==> src/rtl/csr_counter_if.sv <==
// CSR access bus for one split-address machine counter.
// Carries the strobe/address/set/clear request, the count controls and the read/ack/overflow returns.
interface csr_counter_if #(
  parameter int unsigned INC_WIDTH = 2
);
  logic                 en_i;
  logic [11:0]          addr_i;
  logic [31:0]          set_i;
  logic [31:0]          clear_i;
  logic [INC_WIDTH-1:0] inc_i;
  logic                 inhibit_i;
  logic [31:0]          read_o;
  logic                 ack_o;
  logic                 ovf_o;

  modport master (
    output en_i, addr_i, set_i, clear_i, inc_i, inhibit_i,
    input  read_o, ack_o, ovf_o
  );

  modport slave (
    input  en_i, addr_i, set_i, clear_i, inc_i, inhibit_i,
    output read_o, ack_o, ovf_o
  );
endinterface

==> src/rtl/csr_counter.sv <==
// Machine counter CSR split over a low and a high CSR address, with set/clear writes and overflow.
// Define CSR_COUNTER_OVF_STICKY_EN to make ovf_o a sticky flag cleared by a high-half write.
module csr_counter #(
  parameter int unsigned       WIDTH       = 64,
  parameter logic [11:0]       ADDR_LO     = 12'hB00,
  parameter logic [11:0]       ADDR_HI     = 12'hB80,
  parameter int unsigned       INC_WIDTH   = 2,
  parameter logic [WIDTH-1:0]  RESET_VALUE = '0
) (
  input  logic        clk_i,
  input  logic        rst_i,
  csr_counter_if.slave bus
);
  localparam int unsigned HI_W = WIDTH - 32;

  if (ADDR_LO == ADDR_HI) begin : g_addr_check
    $error("csr_counter: ADDR_LO and ADDR_HI must differ");
  end
  if (WIDTH < 33 || WIDTH > 64) begin : g_width_check
    $error("csr_counter: WIDTH must be in 33..64");
  end

  logic [WIDTH-1:0]     cnt;
  logic [WIDTH-1:0]     cnt_next;
  logic [WIDTH:0]       sum;
  logic [INC_WIDTH-1:0] inc;
  logic [31:0]          lo_new;
  logic [HI_W-1:0]      hi_new;
  logic                 hit_lo;
  logic                 hit_hi;
  logic                 wrap;
  logic                 ovf;

  assign inc    = bus.inc_i;
  assign hit_lo = bus.en_i && (bus.addr_i == ADDR_LO);
  assign hit_hi = bus.en_i && (bus.addr_i == ADDR_HI);

  assign bus.ack_o  = hit_lo || hit_hi;
  assign bus.read_o = hit_lo ? cnt[31:0] :
                      hit_hi ? 32'(cnt[WIDTH-1:32]) : 32'h0;
  assign bus.ovf_o  = ovf;

  // Set wins over clear; high-half bits beyond the counter width are dropped.
  assign lo_new = (cnt[31:0] & ~bus.clear_i) | bus.set_i;
  assign hi_new = (cnt[WIDTH-1:32] & ~bus.clear_i[HI_W-1:0]) | bus.set_i[HI_W-1:0];
  assign sum    = {1'b0, cnt} + (WIDTH+1)'(inc);

  // Any acknowledged access (even a pure read) suppresses counting that cycle.
  always_comb begin
    cnt_next = cnt;
    wrap     = 1'b0;
    if (hit_lo) begin
      cnt_next = {cnt[WIDTH-1:32], lo_new};
    end else if (hit_hi) begin
      cnt_next = {hi_new, cnt[31:0]};
    end else if (!bus.inhibit_i) begin
      cnt_next = sum[WIDTH-1:0];
      wrap     = sum[WIDTH];
    end
  end

  always_ff @(posedge clk_i) begin
    if (rst_i) cnt <= RESET_VALUE;
    else       cnt <= cnt_next;
  end

`ifdef CSR_COUNTER_OVF_STICKY_EN
  // Sticky flag; only a real high-half write (non-zero set/clear) clears it.
  always_ff @(posedge clk_i) begin
    if (rst_i)                                     ovf <= 1'b0;
    else if (wrap)                                 ovf <= 1'b1;
    else if (hit_hi && |(bus.set_i | bus.clear_i)) ovf <= 1'b0;
  end
`else
  always_ff @(posedge clk_i) begin
    if (rst_i) ovf <= 1'b0;
    else       ovf <= wrap;
  end
`endif

endmodule

==> src/flat_wrapper.sv <==
// flat-port wrapper written by rule: the top's interface ports become plain ports
module csr_counter_flat 
#(
  parameter int unsigned       WIDTH       = 64,
  parameter logic [11:0]       ADDR_LO     = 12'hB00,
  parameter logic [11:0]       ADDR_HI     = 12'hB80,
  parameter int unsigned       INC_WIDTH   = 2,
  parameter logic [WIDTH-1:0]  RESET_VALUE = '0
)
  (clk_i, rst_i, bus_en_i, bus_addr_i, bus_set_i, bus_clear_i, bus_inc_i, bus_inhibit_i, bus_read_o, bus_ack_o, bus_ovf_o);
  csr_counter_if #(.INC_WIDTH(INC_WIDTH)) bus_i ();
  input  logic clk_i;
  input  logic rst_i;
  input wire logic [$bits(bus_i.en_i)-1:0] bus_en_i;
  input wire logic [$bits(bus_i.addr_i)-1:0] bus_addr_i;
  input wire logic [$bits(bus_i.set_i)-1:0] bus_set_i;
  input wire logic [$bits(bus_i.clear_i)-1:0] bus_clear_i;
  input wire logic [$bits(bus_i.inc_i)-1:0] bus_inc_i;
  input wire logic [$bits(bus_i.inhibit_i)-1:0] bus_inhibit_i;
  output wire logic [$bits(bus_i.read_o)-1:0] bus_read_o;
  output wire logic [$bits(bus_i.ack_o)-1:0] bus_ack_o;
  output wire logic [$bits(bus_i.ovf_o)-1:0] bus_ovf_o;
  assign bus_i.en_i = bus_en_i;
  assign bus_i.addr_i = bus_addr_i;
  assign bus_i.set_i = bus_set_i;
  assign bus_i.clear_i = bus_clear_i;
  assign bus_i.inc_i = bus_inc_i;
  assign bus_i.inhibit_i = bus_inhibit_i;
  assign bus_read_o = bus_i.read_o;
  assign bus_ack_o = bus_i.ack_o;
  assign bus_ovf_o = bus_i.ovf_o;
  csr_counter #(.WIDTH(WIDTH), .ADDR_LO(ADDR_LO), .ADDR_HI(ADDR_HI), .INC_WIDTH(INC_WIDTH), .RESET_VALUE(RESET_VALUE)) u_core (.clk_i(clk_i), .rst_i(rst_i), .bus(bus_i));
endmodule
==> config.mk <==
export PLATFORM = sky130hd
export DESIGN_NAME = csr_counter_flat
export DESIGN_NICKNAME = d
export VERILOG_FILES = /design/src/rtl/csr_counter_if.sv /design/src/rtl/csr_counter.sv /design/src/flat_wrapper.sv
export SDC_FILE = /design/constraint.sdc
export NUM_CORES = 1
export LEC_CHECK = 0
export CAP_MARGIN = 20
export CORE_ASPECT_RATIO = 0.5
export CORE_UTILIZATION = 47
export CTS_CLUSTER_DIAMETER = 80
export DETAILED_ROUTE_END_ITERATION = 10
export PLACE_DENSITY = 0.78
export SLEW_MARGIN = 20
export SYNTH_ARGS = -nofsm -noshare
export SYNTH_HDL_FRONTEND = slang
export SYNTH_SLANG_ARGS = --single-unit
==> constraint.sdc <==
create_clock -name clk_i -period 2.75 [get_ports clk_i]
set_input_delay 0.55 -clock clk_i [delete_from_list [all_inputs] [get_ports clk_i]]
set_output_delay 0.55 -clock clk_i [all_outputs]
set_load 0.005 [all_outputs]
# Yosys cells after proc, flatten, opt, wreduce, memory -nomap -nowiden
# Cells that the tools add are included.
# classes
add_sub_neg,1
n_mul,0
div,0
n_lt_le_gt_ge,0
n_eq_ne,5
shift,0
mux,5
bitwise_logic,6
n_reduce_logical,6
# ops
operator,count
$mux 64,2
$mux 32,3
$add 64x2->65,1
$and 32x32->32,2
$or 32x32->32,2
$not 32->32,1
$eq 12x12->1 const B,2
$ne 2x1->1 const B,3
$reduce_and 2->1,2
$reduce_or 4->1,1
$logic_and 1x1->1,2
$logic_or 1x1->1,1
$not 1->1,1
# word_totals
register_bits,65
latchBits,0
ram_bits,0
rom_bits,0
output_inout_bits,34
wordCells,26
mem_count,0

# Logic depth before layout (Yosys ltp)
# depth
ltp_word,5
depth_mapped,9

# Worst setup path before layout
# OpenSTA, ideal clock, no wires.
# synth_timing
path_kind,in2reg
startpoint,in bus_inc_i[0]
endpoint,reg u_core.cnt[46]
t_arrival_ns,2.558
path_slack_ns,0.117
path_stages,8
path_buffers,0
cell_sequence,ha_1 > fa_1 > nand4_1 > or3_4 > nor4_4 > nand2_2 > or4_1 > a31oi_1
# synth_via
elab_chain_cells,3
# synth_lines
element,line_no,source
start: declaration,flat_wrapper.sv:18,input wire logic [$bits(bus_i.inc_i)-1:0] bus_inc_i;
$add 64x2->65,csr_counter.sv:46,"assign sum = {1'b0, cnt} + (WIDTH+1)'(inc);"
$mux 64,csr_counter.sv:56,end else if (!bus.inhibit_i) begin
$mux 64,csr_counter.sv:54,end else if (hit_hi) begin
end signal: assignment,csr_counter.sv:64,else cnt <= cnt_next;
end: declaration,csr_counter.sv:23,logic [WIDTH-1:0] cnt;
# No other way between the ends. The select of a mux whose other input is x is not followed.
# A chain may end at the register's enable or synchronous reset.

# Worst setup path after layout
# layout_timing
startpoint,in bus_addr_i[11]
endpoint,reg u_core.cnt[58]
# layout_via
elab_chain_cells,4
elab_cells_between_ends,8
cone_classes,eq/ne: 3; mux: 1; bitwise: 1; reduce/logical: 3
# layout_lines
element,line_no,source
start: declaration,flat_wrapper.sv:15,input wire logic [$bits(bus_i.addr_i)-1:0] bus_addr_i;
$eq 12x12->1 (on tied branches),"csr_counter.sv:36, csr_counter.sv:35",
$logic_and 1x1->1 (on tied branches),"csr_counter.sv:36, csr_counter.sv:35",
$ne 2x1->1 (no line) / $not 1->1 (equally long branches),-,
$reduce_and 2->1 (no line),-,
# Parallel ways exist; a longest one is shown, timed or not. The select of a mux whose other input is x is not followed.

==> impl_metrics.py <==
metrics = {
    "cts": {
        "tritoncts": "yes",
        "numCtsBuffers": 9,
        "cts_root_buf": "clkbuf_16",
        "clkSinkCount": 65,
        "clk_pin_slew_ns": 0.06,
        "clk_latency_ns": 0.34,
        "cts_max_level": 3,
        "clockBufferDepth": 2,
    },
    "worst_setup_path": {
        "reg2reg_slack_ns": 0.15,
        "path_depth": 11,
        "required_ns": 2.93,
        "crit_arrival_ns": 2.93,
        "cp_common_cell": "buf_4",
        "cp_max_fo": 7,
        "cpMaxStageDelayCell": "clkdlybuf4s50_1",
        "worst-path-buf-inv": 6,
        "reg2reg_depth": 6,
        "critical_path_class": "input pin to register",
        "cp-end-kind": "register",
        "cp_top_family": "buffers and inverters",
        "crit_path_start": "bus_addr_i[11]",
        "max_stage_delay_ns": 0.48,
        "worstReg2RegEnd": "u_core.cnt[57]",
        "crit_chain": "clkdlybuf4s50_1, and4b_2, nand3_4, buf_16, buf_4, buf_4, buf_4, and2_2, buf_4, o21ai_1, a41oi_2",
        "start_kind": "input pin",
        "crit-reg2reg-launch": "u_core.cnt[12]",
    },
    "drt": {
        "ant_nets": 0,
        "drt-initial-drc-count": 909,
        "routed_via_density": 6.70,
        "post_drt_wl_per_cell_um": 22.5,
        "firstDrtPassIters": 5,
        "drt_wl_total_um": 24100,
        "route.vias.total": 7167,
        "post-route-drc-count": 0,
    },
    "power": {
        "p_leak_nw": 2.97,
        "ir_drop_mv": 0.306,
        "power_density_mw_per_mm2": 316,
    },
    "layout": {
        "area_growth_pct": 48.4,
        "final_area_mm2": 0.00776,
        "finish.utilization_pct": 73.8,
        "diodes": 0,
        "final_nets": 1010,
        "drive_gt1_share_pct": 19.3,
    },
    "outcome": {
        "outcome": "complete, but fails checks",
        "violations": "setup timing",
    },
    "worst_hold_path": {
        "hold_path_depth": 2,
        "min_path_type": "register to register",
        "hold_start": "u_core.cnt[0]",
        "whs_endpoint": "u_core.cnt[0]",
    },
    "grt": {
        "grt_max_degree": 35,
        "grt_pass1_vias": 6572,
        "grt_pass1_wl_um": 36200,
        "antenna_found_initial": 0,
        "grt-ovfl-total": 0,
        "grt_use_total_pct": 41.3,
    },
    "placed_design": {
        "place_ws_ns": -0.412,
        "gp_congestion": 0.988,
        "placed_area_mm2": 0.00729,
        "hpwl_um": 17300,
        "port_buffers": 115,
    },
    "synthesis": {
        "ys_types": 69,
        "syn_area_mm2": 0.00523,
        "syn_nets": 812,
        "synth.area.top_cells": "dfxtp_1, mux2i_1, nor2_1",
        "synth_seq_area_share_pct": 24.9,
        "synth_top_area_share_pct": 24.9,
        "ys.flop_type": "dfxtp_1",
        "yosysTopAreaCell": "dfxtp_1",
        "synth_edf_count": 0,
        "synth-warning-count": 0,
        "async_flop_share_pct": 0,
        "netlist_instances": 727,
        "syn_avg_cell_area_um2": 7.19,
        "ys_seq_elements": 65,
    },
    "sta": {
        "setup_viol": 1,
        "slew_headroom_pct": 54.8,
        "finClkSkew_ns": 0.00734,
        "tns_ns": -0.000837,
        "drv_slew": 0,
        "max_freq_mhz": 364,
        "period_needed_ns": 2.75,
        "hold_viol_final": 0,
        "fin_ws_ns": -0.000837,
        "final.period_utilization_pct": 100,
        "max_slew.worst_pin.slew_ns": 0.678,
    },
    "flow_run": {
        "drv_cap": 0,
    },
    "floorplanning": {
        "die_width_um": 151,
        "core-area_mm2": 0.0105,
        "start_util_pct": 49.7,
        "die-area_mm2": 0.0116,
        "die_h_um": 76.6,
        "rows": 26,
        "pin_count": 116,
    },
}
-- metal layers --
metal  share of wire, %  GRT usage [%]  vias to the layer above
li1                   -              -                     3166
met1                 40           56.3                     3338
met2                 41           59.3                      583
met3                 16           15.9                       78
met4                2.5           11.5                        2
met5               0.24           4.09                        -
-- power breakdown --
| part | leakage (nW) | switching [mW] | internal [mW] |
|---|---|---|---|
| logic | 2.31 | 0.168 | 0.189 |
| registers | 0.524 | 0.0101 | 0.948 |
| clock network | 0.138 | 0.459 | 0.679 |
| total | 2.97 | 0.638 | 1.82 |
-- cell usage after synthesis, types with 4 or more instances --
master,number
nor2_1,81
buf_2,12
inv_1,20
a21oi_1,59
and2_1,5
dfxtp_1,65
o21a_1,4
a31oi_1,24
nor3_1,16
nand2_1,50
xor2_1,5
or3_1,7
a211oi_1,6
nand4_1,34
nor4_1,16
and3_1,9
buf_1,5
a21o_1,4
o31ai_1,11
o211ai_1,13
a221oi_1,11
nand3_1,35
clkbuf_1,38
nand2b_1,6
a21boi_0,6
mux2i_1,38
a22oi_1,21
o21ai_0,50
or4_1,12
and4_1,6
-- worst register-to-register path: cells and delay by family, from the launching register on --
kind | cells | cell delay [ns]
and+or+nand+nor | 5 | 1.94
DFF | 1 | 0.44
AOI/OAI and AO/OA | 1 | 0.16
-- registers in the layout, indices dropped and copies added, names as in the netlist --
name and flops:
u_core.cnt 64, u_core.bus.ovf_o 1
-- how the worst max path moves through the flow --
| stage | to | slack (ns) |
|---|---|---|
| after floorplan | u_core.cnt[46] | 0.12 |
| after global placement | u_core.cnt[52] | -0.35 |
| after detailed placement | u_core.cnt[52] | -0.41 |
| after CTS | u_core.cnt[46] | 0.01 |
| after global routing | u_core.cnt[58] | -0.007 |
| final | u_core.cnt[58] | -0.0008 |
-- area by class of cell --
type                            instances  area, um2
Inverter                               22       82.6
Multi-Input combinational cell        583       3720
Sequential cell                        65       1300
Fill cell                             878       2750
Tap cell                              140        175
Clock buffer                           13        270
Timing Repair Buffer                  244       2190
Clock inverter                          2       12.5
-- metrics by stage --
stage	power (mW)	std cells	hold slack, ns
5_1_grt	2.51	1069	0.566
6_report	2.45	1069	0.540
3_5_place_dp	1.31	1041	0.513
3_3_place_gp	1.31	1041	0.492
4_1_cts	2.42	1065	0.527
2_1_floorplan	1.08	727	0.469
-- logic make-up after synthesis --
group	after synthesis	share of synthesized area (%)
and+or+nand+nor	304	31.3
AOI/OAI and AO/OA	231	28.4
buffers and inverters	79	6.06
DFF	65	24.9
adders and majority gates	3	0.862
muxes	39	7.49
xor gates and xnor gates	6	1.01
-- timing repair --
action                                  4_1_cts  5_1_grt
endpoints found under the setup margin       39       26
hold buffers                                  0        0
pin swaps                                     6       11
setup buffers                                 8        4
gates resized for setup                      57       14
cloned                                        1        0
-- cells in the final DEF, fill, tap and decap left out, drive strengths merged, types with 38 or more instances in the layout --
| master | Yosys | final |
|---|---|---|
| a21oi | 59 | 59 |
| buf | 18 | 131 |
| clkdlybuf4s50 | 0 | 68 |
| dfxtp | 65 | 65 |
| dlygate4sd2 | 0 | 43 |
| mux2i | 38 | 38 |
| nand2 | 51 | 51 |
| nor2 | 81 | 81 |
| o21ai | 50 | 50 |
Note: power is estimated with default switching activity, not from simulation.
